--- config.mk ---
export PLATFORM = sky130hd
export DESIGN_NAME = ps2_host_tx
export DESIGN_NICKNAME = d
export VERILOG_FILES = /design/src/rtl/ps2_host_tx.sv
export SDC_FILE = /design/constraint.sdc
export NUM_CORES = 1
export LEC_CHECK = 0
export BUFFER_PORTS_ARGS = -buffer_cell sky130_fd_sc_hd__buf_2
export CELL_PAD_IN_SITES_DETAIL_PLACEMENT = 1
export CELL_PAD_IN_SITES_GLOBAL_PLACEMENT = 2
export CORE_MARGIN = 1
export CORE_UTILIZATION = 33
export DETAILED_ROUTE_END_ITERATION = 7
export PLACE_DENSITY = 0.8
export SYNTH_ARGS = -nofsm -noshare
export SYNTH_HDL_FRONTEND = slang
export SYNTH_SLANG_ARGS = --single-unit
--- constraint.sdc ---
create_clock -name clk -period 2.2 [get_ports clk]
set_input_delay 0.11 -clock clk [delete_from_list [all_inputs] [get_ports clk]]
set_output_delay 0.11 -clock clk [all_outputs]
set_load 0.005 [all_outputs]
--- src/rtl/ps2_host_tx.sv ---
// ps2_host_tx: host-to-device PS/2 command transmitter driving open-drain PS2C/PS2D.
module ps2_host_tx #(
  parameter int INHIBIT_CYC = 2500,
  parameter int TIMEOUT_CYC = 375000
) (
  input  logic       clk,
  input  logic       rst,
  input  logic       start,
  input  logic [7:0] data,
  output logic       rdy,
  output logic       done,
  output logic       nack,
  output logic       tmo,
  input  logic       ps2c_in,
  input  logic       ps2d_in,
  output logic       ps2c_oe,
  output logic       ps2d_oe
);
  localparam int CW = $clog2(TIMEOUT_CYC + 1);
  typedef enum logic [2:0] {IDLE, INHIBIT, REQ, SEND, ACK, WREL, DONE} state_t;
  state_t state, state_n;
  logic [1:0] c_s, d_s;
  logic c_q, fall, tmo_hit, abort, lines_high;
  logic [9:0] sr;
  logic [3:0] bitcnt;
  logic [CW-1:0] cnt;
  logic d_r, nack_r, tmo_r;
  assign fall = c_q & ~c_s[1];
  assign lines_high = c_s[1] & d_s[1];
  assign tmo_hit = cnt == CW'(TIMEOUT_CYC - 1);
  always_comb begin
    state_n = state;
    abort = 1'b0;
    case (state)
      IDLE: state_n = start ? INHIBIT : IDLE;
      INHIBIT: state_n = cnt == CW'(INHIBIT_CYC - 1) ? REQ : INHIBIT;
      REQ: state_n = SEND;
      SEND: begin
        abort = !fall && tmo_hit;
        state_n = (fall && bitcnt == 4'd9) ? ACK : abort ? DONE : SEND;
      end
      ACK: begin
        abort = !fall && tmo_hit;
        state_n = fall ? WREL : abort ? DONE : ACK;
      end
      WREL: begin
        abort = !lines_high && tmo_hit;
        state_n = (lines_high || abort) ? DONE : WREL;
      end
      DONE: state_n = IDLE;
      default: state_n = IDLE;
    endcase
  end
  assign rdy = state == IDLE;
  assign done = state == DONE;
  assign nack = done & nack_r;
  assign tmo = done & tmo_r;
  assign ps2c_oe = state == INHIBIT;
  assign ps2d_oe = (state == REQ || state == SEND) & d_r;
  always_ff @(posedge clk) begin
    if (rst) begin
      state <= IDLE;
      c_s <= 2'b11;
      d_s <= 2'b11;
      c_q <= 1'b1;
      sr <= '0;
      bitcnt <= '0;
      cnt <= '0;
      d_r <= 1'b0;
      nack_r <= 1'b0;
      tmo_r <= 1'b0;
    end else begin
      state <= state_n;
      c_s <= {c_s[0], ps2c_in};
      d_s <= {d_s[0], ps2d_in};
      c_q <= c_s[1];
      // timeout window restarts on every device clock edge only while bits are moving
      cnt <= (state_n != state || state == IDLE || (fall && (state == SEND || state == ACK))) ? '0 : cnt + 1'b1;
      if (state == IDLE && start) sr <= {1'b1, ~^data, data};
      bitcnt <= (state == REQ) ? '0 : (state == SEND && fall) ? bitcnt + 4'd1 : bitcnt;
      if (state == INHIBIT) d_r <= 1'b1;
      else if (state == SEND && fall) d_r <= ~sr[bitcnt];
      if (state == IDLE) {nack_r, tmo_r} <= 2'b00;
      else if (abort) {nack_r, tmo_r} <= 2'b11;
      else if (state == ACK && fall) nack_r <= d_s[1];
    end
  end
endmodule

==> results.yml <==
setup_path:
  reg2regPathDepth: 6
  critPathKind: "reg -> reg"
  endpoint_kind: "flop"
  r2r_slack_ns: 0.11
  arrival_ns: 2.29
  cp_slowest_cell: "or4_4"
  path_max_fanout: 4
  max_stage_delay_ns: 0.55
  worstPathRequired_ns: 2.40
  crit_chain: "ha_4 > nand2_1 > or4_4 > buf_4 > or3_1 > a2111oi_2"
  r2r_start: "cnt[1]"
  rr_endpoint: "cnt[14]"
  start_kind: "flop"
worst_hold_path:
  worstHoldStart: "data[5]"
  hold_class: "in -> reg"
  whs_path_depth: 3
  holdPathEnd: "sr[5]"
yosys:
  ys_top_cells_by_area: "dfxtp_1, xnor2_1, nor4_1"
  synthCells: 264
  ys_async_sr_fraction_pct: 0
  synth_area_per_cell_um2: 8.62
  synth_nets: 280
  ys_top_cells_by_count: "dfxtp_1, nand2_1, a21oi_1"
  synth_edf_count: 0
  ys_seq_area_share_pct: 38.7
  ys_warn_count: 0
  yosysUniqueCellTypes: 50
  synth_top_area_share_pct: 38.7
  synth.ff_latch_count: 44
  netlist_area_um2: 2280
  yosys.area.top_type: "dfxtp_1"
  yosysMostFrequentCell: "dfxtp_1"
  synthFlopType: "dfxtp_1"
pwr:
  p_int_uw: 1140
  p_leak_uw: 0.000900
  pwr-share-clk_pct: 35.4
  total_power_uw: 1540
  comb_power_share_pct: 10.2
  vdd_drop_max_mv: 0.220
  switching_share_pct: 26.0
  power_density_nw_per_um2: 573
  p_sw_uw: 401
  p_seq_share_pct: 54.4
floorplan:
  die_area_um2: 7230
  top_level_ports: 19
  start_util_pct: 35.0
  die_h_um: 85.0
  chipWidth_um: 85.0
  std_cell_rows: 29
  core-area_um2: 6490
placed_design:
  pre_cts_ws_ns: 0.00393
  io_buffers: 18
  hpwl_um: 4120
  gp_congestion: 0.826
  placed_area_um2: 2550
timing:
  hold_ws_ns: 0.0576
  relSlewSlack_pct: 66.8
  drv_slew: 0
  max_freq_mhz: 478
  setup_violations: 0
  setup_tns_ns: 0
  finalHoldViolCount: 0
  finalWorstSetupSlack_ns: 0.109
  min_period_over_period_pct: 95.1
  tightest_slew_ns: 0.491
  rsz0062_at_grt: "false"
  finalCriticalPeriod_ns: 2.09
  fin_skew_ns: 0.00719
clocking:
  cts.sinks: 44
  insertion_delay_ns: 0.30
  cts_tree: "built"
  cts_buffer_depth: 2
  h-tree-depth: 2
  clk_root_buffer_cell: "clkbuf_8"
  cts_inserted_buffers: 5
  clk_pin_slew_worst_paths_ns: 0.09
final_layout:
  drive_above_1_share_pct: 22.2
  layout.nets: 308
  fillers: 750
  fin_area_um2: 2690
  n_antenna_cell: 0
  areaGrowthSynthToFinish_pct: 18.1
detailed_routing:
  avgViaCountPerCell: 5.61
  drtAntennaViolNets: 0
  wl_per_cell_um: 15.4
  finalWirelength_um: 5700
  drc_errors: 0
  vias: 2075
  drtIter0Drc: 52
  dr.pass1.iters: 4
outcome:
  status: "completed"
global_route:
  grt_pass1_wl_um: 9870
  grt.total_usage_pct: 17.0
  grt_pass1_vias: 2126
  grt_max_degree: 27
  antenna_found_initial: 0
  overflow: 0
flow_run:
  maxCapViolations: 0
[per-layer routing]
layer / GRT usage [%] / wire length (um) / vias to the layer above
met3: 2.92 / 121 / 8
met1: 22.2 / 2880 / 1024
li1: - / - / 1024
met5: 0 / 0 / -
met2: 28.8 / 2630 / 19
met4: 5.08 / 73 / 0
[per-stage QoR]
stage / util [%] / instances
4_1_cts: 41.1 / 370
6_report: 41.4 / 370
5_1_grt: 41.4 / 370
2_1_floorplan: - / 264
3_3_place_gp: 39.3 / 360
3_5_place_dp: 39.3 / 360
[sequential cells by signal, summed over array words and instances (netlist names), 2 cells and up]
name / count
state: 3
d_s: 2
cnt: 19
c_s: 2
sr: 10
bitcnt: 4
[power by group through the flow]
stage,logic (uW),registers [uW],clock network [uW]
floorplan,102,852,0
global placement,154,854,0
detailed placement,157,855,0
CTS,159,837,561
global route,179,841,591
finish,158,838,546
[worst max-delay path by stage]
stage | from | endpoint | slack [ns] | depth (start not counted)
final | cnt[1] | cnt[14] | 0.11 | 6
after global routing | cnt[1] | cnt[16] | 0.009 | 5
after CTS | cnt[0] | cnt[14] | 0.04 | 6
after detailed placement | cnt[0] | cnt[14] | 0.004 | 6
after global placement | cnt[0] | cnt[18] | 0.08 | 5
after floorplan | cnt[1] | cnt[18] | 0.004 | 6
[cell usage in the layout (no fill, tap or decap), types with 6 or more instances in the layout]
master,Yosys,final
dfxtp_1,44,41
nand2_1,26,26
a21oi_1,18,18
buf_2,1,18
nor4_1,16,16
buf_4,1,15
xnor2_1,14,14
nand3_1,12,12
inv_1,11,11
o21ai_0,10,9
or2_2,8,8
nor3_1,7,7
nand4_1,6,6
nor2_1,6,6
or3_1,6,6
clkbuf_8,0,6
[critical path: cells and delay by family, from the launching register on]
family                     cells  cell delay [ns]
AOI/OAI and AO/OA              1             0.34
and+or+nand+nor                3             0.94
DFF                            1             0.38
adders and majority gates      1             0.16
buffers and inverters          1             0.17
[cells by family after synthesis]
| logic type | count (synthesis) | share of synthesized area [%] |
|---|---|---|
| and+or+nand+nor | 113 | 28.5 |
| muxes | 5 | 3.35 |
| xor gates and xnor gates | 18 | 6.93 |
| AOI/OAI and AO/OA | 54 | 16.1 |
| adders and majority gates | 3 | 1.65 |
| DFF | 44 | 38.7 |
| buffers and inverters | 27 | 4.73 |
[area by class of cell]
class | count | area (um2) | area share (%)
clock inverter | 2 | 10.0 | 0.372
clock buffer | 6 | 82.6 | 3.07
multi-input combinational | 193 | 1310 | 48.8
timing repair buffer | 37 | 263 | 9.77
tap | 77 | 96.3 | 3.58
inverter | 11 | 41.3 | 1.54
sequential | 44 | 885 | 32.9
[what timing repair did]
item / CTS / global route
gates cloned: 0 / 0
resized for setup: 1 / 6
pin swaps: 0 / 1
endpoints found under the hold margin: 2 / 0
endpoints found under the setup margin: 2 / 6
buffers inserted: 0 / 0
hold buffers: 2 / 0
Power figures use the tool's default switching activity.
